==> config.mk <==
export PLATFORM = sky130hd
export DESIGN_NAME = aes_round_ctrl_flat
export DESIGN_NICKNAME = d
export VERILOG_FILES = /design/src/rtl/aes_round_ctrl_if.sv /design/src/rtl/aes_round_ctrl.sv /design/src/flat_wrapper.sv
export SDC_FILE = /design/constraint.sdc
export NUM_CORES = 1
export LEC_CHECK = 0
export CAP_MARGIN = 20
export CELL_PAD_IN_SITES_DETAIL_PLACEMENT = 0
export CELL_PAD_IN_SITES_GLOBAL_PLACEMENT = 1
export CORE_MARGIN = 2
export CORE_UTILIZATION = 37
export CTS_CLUSTER_DIAMETER = 40
export DETAILED_ROUTE_END_ITERATION = 16
export PLACE_DENSITY = 0.9
export SETUP_SLACK_MARGIN = 0.15
export SYNTH_ARGS = -nofsm -noshare
export SYNTH_HDL_FRONTEND = slang
export SYNTH_SLANG_ARGS = --single-unit
export TNS_END_PERCENT = 1
==> constraint.sdc <==
create_clock -name clk -period 2.7 [get_ports clk]
set_clock_uncertainty 0.15 [all_clocks]
set_input_delay 0.27 -clock clk [delete_from_list [all_inputs] [get_ports clk]]
set_output_delay 0.27 -clock clk [all_outputs]
set_load 0.1 [all_outputs]
==> src/rtl/aes_round_ctrl_if.sv <==
// ---------------------------------------------------------------------------
// aes_round_ctrl_if
// Bundles the signals between the AES-128 round sequencer and its
// neighbours: the plaintext input handshake, the key expander request,
// the round datapath step enables and the ciphertext output handshake.
//   master : the sequencer (drives requests, enables and handshake status)
//   slave  : the surrounding datapath / key expander / port logic
// ---------------------------------------------------------------------------
interface aes_round_ctrl_if;

  // Plaintext input handshake
  logic       in_valid;
  logic       in_ready;
  logic       load_state;

  // Key expander request
  logic       key_req;
  logic [3:0] key_round;
  logic       key_ack;

  // Round datapath step enables
  logic       enb_sb;
  logic       enbsr;
  logic       enb_mc;
  logic       enb_ark;

  // Ciphertext output handshake and status
  logic       out_valid;
  logic       out_ready;
  logic       busy;

  modport master (
    input  in_valid,
    input  key_ack,
    input  out_ready,
    output in_ready,
    output load_state,
    output key_req,
    output key_round,
    output enb_sb,
    output enbsr,
    output enb_mc,
    output enb_ark,
    output out_valid,
    output busy
  );

  modport slave (
    output in_valid,
    output key_ack,
    output out_ready,
    input  in_ready,
    input  load_state,
    input  key_req,
    input  key_round,
    input  enb_sb,
    input  enbsr,
    input  enb_mc,
    input  enb_ark,
    input  out_valid,
    input  busy
  );

endinterface : aes_round_ctrl_if

==> src/rtl/aes_round_ctrl.sv <==
// ---------------------------------------------------------------------------
// aes_round_ctrl
// Round sequencer for the AES-128 encoder datapath.
//
// A plaintext block is accepted in IDLE (load_state pulses in the accept
// cycle).  In RUN the controller requests round key rnd from the key
// expander and, in the cycle the key is acknowledged, pulses the step
// enables for that round:
//   round 0        : AddRoundKey only (initial key whitening)
//   rounds 1..NR-1 : SubBytes, ShiftRows, MixColumns, AddRoundKey
//   round NR       : SubBytes, ShiftRows, AddRoundKey (no MixColumns)
// After the last round the ciphertext is offered in OUT until accepted.
//
// Optional feature (macro AES_CTRL_ABORT_EN): adds an abort input that
// drops an in-flight block in RUN or OUT and returns to IDLE.  Without the
// macro there is no abort port and a block always completes unless reset.
// ---------------------------------------------------------------------------
module aes_round_ctrl #(
  parameter int NR = 10  // number of rounds; must fit the 4-bit round counter
) (
  input  logic             clk,
  input  logic             rst_n,
`ifdef AES_CTRL_ABORT_EN
  input  logic             abort,
`endif
  aes_round_ctrl_if.master bus
);

  typedef enum logic [1:0] {
    IDLE = 2'd0,
    RUN  = 2'd1,
    OUT  = 2'd2
  } state_t;

  localparam logic [3:0] LAST_RND = 4'(NR);

  state_t     state;
  logic [3:0] rnd;

  // Handshake/status flags are kept as flops alongside the state so the
  // Moore-type outputs come straight from registers.
  logic in_ready_q;
  logic key_req_q;
  logic out_valid_q;
  logic busy_q;

  logic abort_now;
  logic step_fire;
  logic first_rnd;
  logic last_rnd;

`ifdef AES_CTRL_ABORT_EN
  // Abort only has meaning while a block is in flight; in IDLE it is ignored
  // so the accept path is never masked.
  assign abort_now = abort & busy_q;
`else
  assign abort_now = 1'b0;
`endif

  assign first_rnd = (rnd == 4'd0);
  assign last_rnd  = (rnd == LAST_RND);

  // A round step happens exactly when a requested key arrives and the
  // block is not being dropped in the same cycle.
  assign step_fire = key_req_q & bus.key_ack & ~abort_now;

  // Per-round step enables, decoded from the round index.
  always_comb begin
    // NOTE: every output of an always_comb gets a default first so that no
    // path leaves it unassigned, which would otherwise infer a latch.
    bus.enb_sb  = 1'b0;
    bus.enbsr   = 1'b0;
    bus.enb_mc  = 1'b0;
    bus.enb_ark = 1'b0;
    if (step_fire) begin
      bus.enb_ark = 1'b1;
      if (!first_rnd) begin
        bus.enb_sb = 1'b1;
        bus.enbsr  = 1'b1;
        bus.enb_mc = ~last_rnd;
      end
    end
  end

  // load_state is combinational with the accept so the datapath captures
  // the plaintext in the same cycle the handshake completes.
  assign bus.load_state = in_ready_q & bus.in_valid;
  assign bus.in_ready   = in_ready_q;
  assign bus.key_req    = key_req_q & ~abort_now;
  assign bus.out_valid  = out_valid_q & ~abort_now;
  assign bus.busy       = busy_q;
  // rnd is zero outside RUN, so it can be exported directly.
  assign bus.key_round  = rnd;

  // Sequencer FSM: state, round counter and registered handshake flags.
  always_ff @(posedge clk or negedge rst_n) begin
    // NOTE: sequential state is updated only with non-blocking assignments
    // so every flop samples pre-edge values regardless of statement order.
    if (!rst_n) begin
      state       <= IDLE;
      rnd         <= 4'd0;
      in_ready_q  <= 1'b1;
      key_req_q   <= 1'b0;
      out_valid_q <= 1'b0;
      busy_q      <= 1'b0;
    end else begin
      case (state)
        IDLE: begin
          if (bus.in_valid) begin
            state      <= RUN;
            rnd        <= 4'd0;
            in_ready_q <= 1'b0;
            key_req_q  <= 1'b1;
            busy_q     <= 1'b1;
          end
        end

        RUN: begin
          if (abort_now) begin
            state      <= IDLE;
            rnd        <= 4'd0;
            in_ready_q <= 1'b1;
            key_req_q  <= 1'b0;
            busy_q     <= 1'b0;
          end else if (bus.key_ack) begin
            if (last_rnd) begin
              state       <= OUT;
              rnd         <= 4'd0;
              key_req_q   <= 1'b0;
              out_valid_q <= 1'b1;
            end else begin
              rnd <= rnd + 4'd1;
            end
          end
        end

        OUT: begin
          if (abort_now || bus.out_ready) begin
            state       <= IDLE;
            rnd         <= 4'd0;
            in_ready_q  <= 1'b1;
            out_valid_q <= 1'b0;
            busy_q      <= 1'b0;
          end
        end

        default: begin
          state       <= IDLE;
          rnd         <= 4'd0;
          in_ready_q  <= 1'b1;
          key_req_q   <= 1'b0;
          out_valid_q <= 1'b0;
          busy_q      <= 1'b0;
        end
      endcase
    end
  end

  // Structural invariants of the sequencer.
  a_enb_needs_ack : assert property (@(posedge clk) disable iff (!rst_n)
    (bus.enb_sb || bus.enbsr || bus.enb_mc || bus.enb_ark) |-> (state == RUN && bus.key_ack));

  a_mc_full_round : assert property (@(posedge clk) disable iff (!rst_n)
    bus.enb_mc |-> (bus.enb_sb && bus.enbsr && bus.enb_ark));

  a_rnd_range : assert property (@(posedge clk) disable iff (!rst_n)
    rnd <= LAST_RND);

  a_key_round_hold : assert property (@(posedge clk) disable iff (!rst_n)
    (bus.key_req && !bus.key_ack) |=> $stable(bus.key_round));

  a_load_when_idle : assert property (@(posedge clk) disable iff (!rst_n)
    bus.load_state |-> bus.in_ready);

  a_no_overlap : assert property (@(posedge clk) disable iff (!rst_n)
    bus.out_valid |-> !bus.in_ready);

endmodule : aes_round_ctrl

==> src/flat_wrapper.sv <==
// flat-port wrapper written by rule: the top's interface ports become plain ports
module aes_round_ctrl_flat 
#(
  parameter int NR = 10                                                       
)
  (clk, rst_n, bus_in_valid, bus_key_ack, bus_out_ready, bus_in_ready, bus_load_state, bus_key_req, bus_key_round, bus_enb_sb, bus_enbsr, bus_enb_mc, bus_enb_ark, bus_out_valid, bus_busy);
  aes_round_ctrl_if bus_i ();
  input  logic clk;
  input  logic rst_n;
  input wire logic [$bits(bus_i.in_valid)-1:0] bus_in_valid;
  input wire logic [$bits(bus_i.key_ack)-1:0] bus_key_ack;
  input wire logic [$bits(bus_i.out_ready)-1:0] bus_out_ready;
  output wire logic [$bits(bus_i.in_ready)-1:0] bus_in_ready;
  output wire logic [$bits(bus_i.load_state)-1:0] bus_load_state;
  output wire logic [$bits(bus_i.key_req)-1:0] bus_key_req;
  output wire logic [$bits(bus_i.key_round)-1:0] bus_key_round;
  output wire logic [$bits(bus_i.enb_sb)-1:0] bus_enb_sb;
  output wire logic [$bits(bus_i.enbsr)-1:0] bus_enbsr;
  output wire logic [$bits(bus_i.enb_mc)-1:0] bus_enb_mc;
  output wire logic [$bits(bus_i.enb_ark)-1:0] bus_enb_ark;
  output wire logic [$bits(bus_i.out_valid)-1:0] bus_out_valid;
  output wire logic [$bits(bus_i.busy)-1:0] bus_busy;
  assign bus_i.in_valid = bus_in_valid;
  assign bus_i.key_ack = bus_key_ack;
  assign bus_i.out_ready = bus_out_ready;
  assign bus_in_ready = bus_i.in_ready;
  assign bus_load_state = bus_i.load_state;
  assign bus_key_req = bus_i.key_req;
  assign bus_key_round = bus_i.key_round;
  assign bus_enb_sb = bus_i.enb_sb;
  assign bus_enbsr = bus_i.enbsr;
  assign bus_enb_mc = bus_i.enb_mc;
  assign bus_enb_ark = bus_i.enb_ark;
  assign bus_out_valid = bus_i.out_valid;
  assign bus_busy = bus_i.busy;
  aes_round_ctrl #(.NR(NR)) u_core (.clk(clk), .rst_n(rst_n), .bus(bus_i));
endmodule
==> results.env <==
STATUS='finished clean'
GRT_USAGE_PCT=14.68
SETUP-TNS-FINAL_NS=0
TIMING.FINAL.CRIT_PERIOD_NS=1.997
FIRST_GLOBAL_VIAS=480
ROUTABILITYCONGESTION=0.7012
POSTSYNTH.ASYNCRESETSHARE_PCT=100.0
SYNTH_TOP_AREA_SHARE_PCT=34.42
PORT_BUFFERS=17
NETS=95
CTS_ROOT_BUF='sky130_fd_sc_hd__clkbuf_4'
HOLD_BUFFERS=0
FP.DIEW_UM=46.06
YS_SEQ_AREA_SHARE_PCT=38.43
NETLIST_INSTANCES=68
DETAIL_ROUTE.ITER0.VIOLATIONS=9
SYNTH_FF_TYPE='sky130_fd_sc_hd__dfrtp_1'
TIMING.CRITICAL_PATH.FROM_TYPE='flop'
CRIT_ARRIVAL_NS=1.58
AVGVIACOUNTPERCELL=5.320
DIE_H_UM=46.06
POSTCTS_RESIZE_CNT=0
CORE_AREA_UM2=1689
DRTPASS1ITERATIONS=4
SYNTH_EDF_COUNT=0
INITIAL_UTILIZATION_PCT=38.74
FINALSETUPVIOLATIONS=0
CTS.CLK_SLEW.WORST_PATHS_NS=0.08
SETUP_REPAIR_AFTER_GLOBAL_ROUTING_MISSED_ITS_MARGIN='no'
H_TREE_LEVEL_COUNT=1
GRT_START_MAX_NET_PINS=13
PLACEMENTROWS=15
WORST-R2R-SETUP-SLACK_NS=1.06
CLKLATENCYLATEPIN_NS=0.27
WORSTHOLDPATHTYPE='input port to async pin'
CTS_TREE='done'
GLOBAL_ROUTE.OVERFLOW_TOTAL=0
SYN_AREA_PER_CELL_UM2=9.623
CRITICAL_PATH_PEAK_FANOUT=4
FLOORPLAN.DIE_AREA_UM2=2121
SHARE_OF_FINAL_LAYOUT_STANDARD_CELLS_STRONGER_THAN_DRIVE_STRENGTH_1_PCT=38.37
WORSTMARGINPINSLEW_NS=0.4682
CRIT_PATH_END_KIND='output pin'
TOTALWIRELENGTH_UM=1311
CLK_PATH_BUF_DEPTH=2
CTS_INSERTED_BUFFERS=3
SYNTH.YOSYS.WARNINGS=0
NUMBER_OF_ANTENNA_VIOLATIONS_AT_THE_FIRST_CHECK_IN_GLOBAL_ROUTING=0
DRV_SLEW=0
SYNTH.TOP_CELLS.BY_AREA='sky130_fd_sc_hd__dfrtp_1, sky130_fd_sc_hd__ha_1, sky130_fd_sc_hd__dfstp_2'
DETAILEDPLACEMENTHPWL_UM=985.4
MIN_PERIOD_OVER_PERIOD_PCT=73.97
SYNTH_COMMON_CELLS='sky130_fd_sc_hd__dfrtp_1, sky130_fd_sc_hd__nor2_1, sky130_fd_sc_hd__inv_1'
AREA.GROWTH.SYNTH_TO_FINAL_PCT=35.37
I_O_PIN_COUNT=18
DR_TOTAL_VIAS=548
GRT_PASS1_WL_UM=2187
POST_CTS.REPAIR.SETUP_BUFFERS=0
CAP_VIOLATIONS=0
DETAIL_ROUTE.DRC_VIOLATIONS=0
DETAIL-ROUTE-ANTENNA-NETS=0
POST_SYNTH_INSTANCE_AREA_UM2=654.4
MAXCLOCKFREQUENCY_MHz=500.7
SYNTH_FP_NETS=76
CTS.SINKS=10
SYNTH_LARGEST_AREA_CELL='sky130_fd_sc_hd__dfrtp_1'
YOSYS_REGISTER_BITS=10
WORST-ENDPOINT-REQUIRED_NS=2.28
FINAL_HOLD_VIOL_COUNT=0
MOST_USED_STANDARD_CELL_BY_INSTANCE_COUNT_AFTER_SYNTHESIS='sky130_fd_sc_hd__dfrtp_1'
SLEW_HEADROOM_PCT=68.69
DIODES_INSERTED=0
WIRE_LENGTH_PER_CELL_AFTER_DETAILED_ROUTING_UM=12.73
WORST_SETUP_PATH_CLASS='flop to output pin'
SYNTHDISTINCTLIBCELLS=32
[cells by family (layout without fill, tap and decap cells)]
kind of cell	after synthesis	after routing	synth area share, %
buffers and inverters	9	27	6.499
muxes	2	2	3.059
DFF	10	10	38.43
adders and majority gates	3	3	5.737
AOI/OAI and AO/OA	18	18	22.56
and+or+nand+nor	26	26	23.71
[cell usage in the layout (no fill, tap or decap), types with 2 or more instances in the layout]
cell                              instances
sky130_fd_sc_hd__buf_4                   10
sky130_fd_sc_hd__inv_1                    6
sky130_fd_sc_hd__nand2_1                  5
sky130_fd_sc_hd__nor2_1                   5
sky130_fd_sc_hd__clkdlybuf4s50_1          4
sky130_fd_sc_hd__dfrtp_1                  4
sky130_fd_sc_hd__dfrtp_2                  4
sky130_fd_sc_hd__o21ai_0                  3
sky130_fd_sc_hd__o2bb2ai_1                3
sky130_fd_sc_hd__ha_1                     3
sky130_fd_sc_hd__clkbuf_4                 3
sky130_fd_sc_hd__buf_12                   3
sky130_fd_sc_hd__a21oi_1                  2
sky130_fd_sc_hd__nand3_1                  2
sky130_fd_sc_hd__mux2i_1                  2
sky130_fd_sc_hd__nor2b_1                  2
sky130_fd_sc_hd__nand4_1                  2
sky130_fd_sc_hd__o211ai_1                 2
[state kept, by name (all words and copies together), names as in the netlist]
| register | cells |
|---|---|
| u_core.bus.key_req | 1 |
| u_core.bus.out_valid | 1 |
| u_core.state | 2 |
| u_core.bus.busy | 1 |
| u_core.bus.in_ready | 1 |
| u_core.bus.key_round | 4 |
[worst paths after layout]
check / to / start / cells past startpoint
max reg2reg: u_core.state[1] / u_core.bus.key_round[0] / 5
min: u_core.state[0] / rst_n / 1
max in group asynchronous: u_core.bus.key_round[0] / rst_n / 1
min in group clk: u_core.bus.busy / u_core.bus.busy / 1
min reg2reg: u_core.bus.busy / u_core.bus.busy / 1
max: bus_enb_mc / u_core.bus.key_round[0] / 6
[cell type report]
type / count / area, µm²
Timing Repair Buffer: 17 / 175.2
Multi-Input combinational cell: 49 / 370.4
Clock buffer: 4 / 36.28
Tap cell: 17 / 21.27
Inverter: 6 / 22.52
Fill cell: 146 / 803.3
Sequential cell: 10 / 260.3
[per-layer routing]
metal / routed length [µm] / GRT usage, % / up-vias
met1: 636 / 20.24 / 255
met3: 38 / 2.353 / 2
met5: 0 / 0 / -
li1: - / - / 279
met2: 616 / 22.22 / 12
met4: 20 / 6.857 / 0
[worst max-delay path, cell delays in order (launching register included)]
cell                      delay [ns]
sky130_fd_sc_hd__dfrtp_4        0.49
sky130_fd_sc_hd__inv_1          0.13
sky130_fd_sc_hd__ha_1           0.23
sky130_fd_sc_hd__nand2_1        0.07
sky130_fd_sc_hd__a21oi_1        0.16
sky130_fd_sc_hd__nor2_2         0.07
sky130_fd_sc_hd__buf_12         0.17
[metrics by stage]
stage	std cells	instance area (µm²)	util, %	setup WS [ns]	hold slack (ns)
3_5_place_dp	99	849.6	50.30	0.8617	0.3595
6_report	103	885.9	52.44	0.7027	0.1697
4_1_cts	103	885.9	52.44	0.6889	0.1906
5_1_grt	103	885.9	52.44	0.5915	0.2153
3_3_place_gp	99	849.6	50.30	0.8722	0.3541
2_1_floorplan	68	673.1	-	0.2108	-0.1756
Power is not shown: default switching activity piles up to over one toggle a cycle in this logic, so the estimate is an artifact.
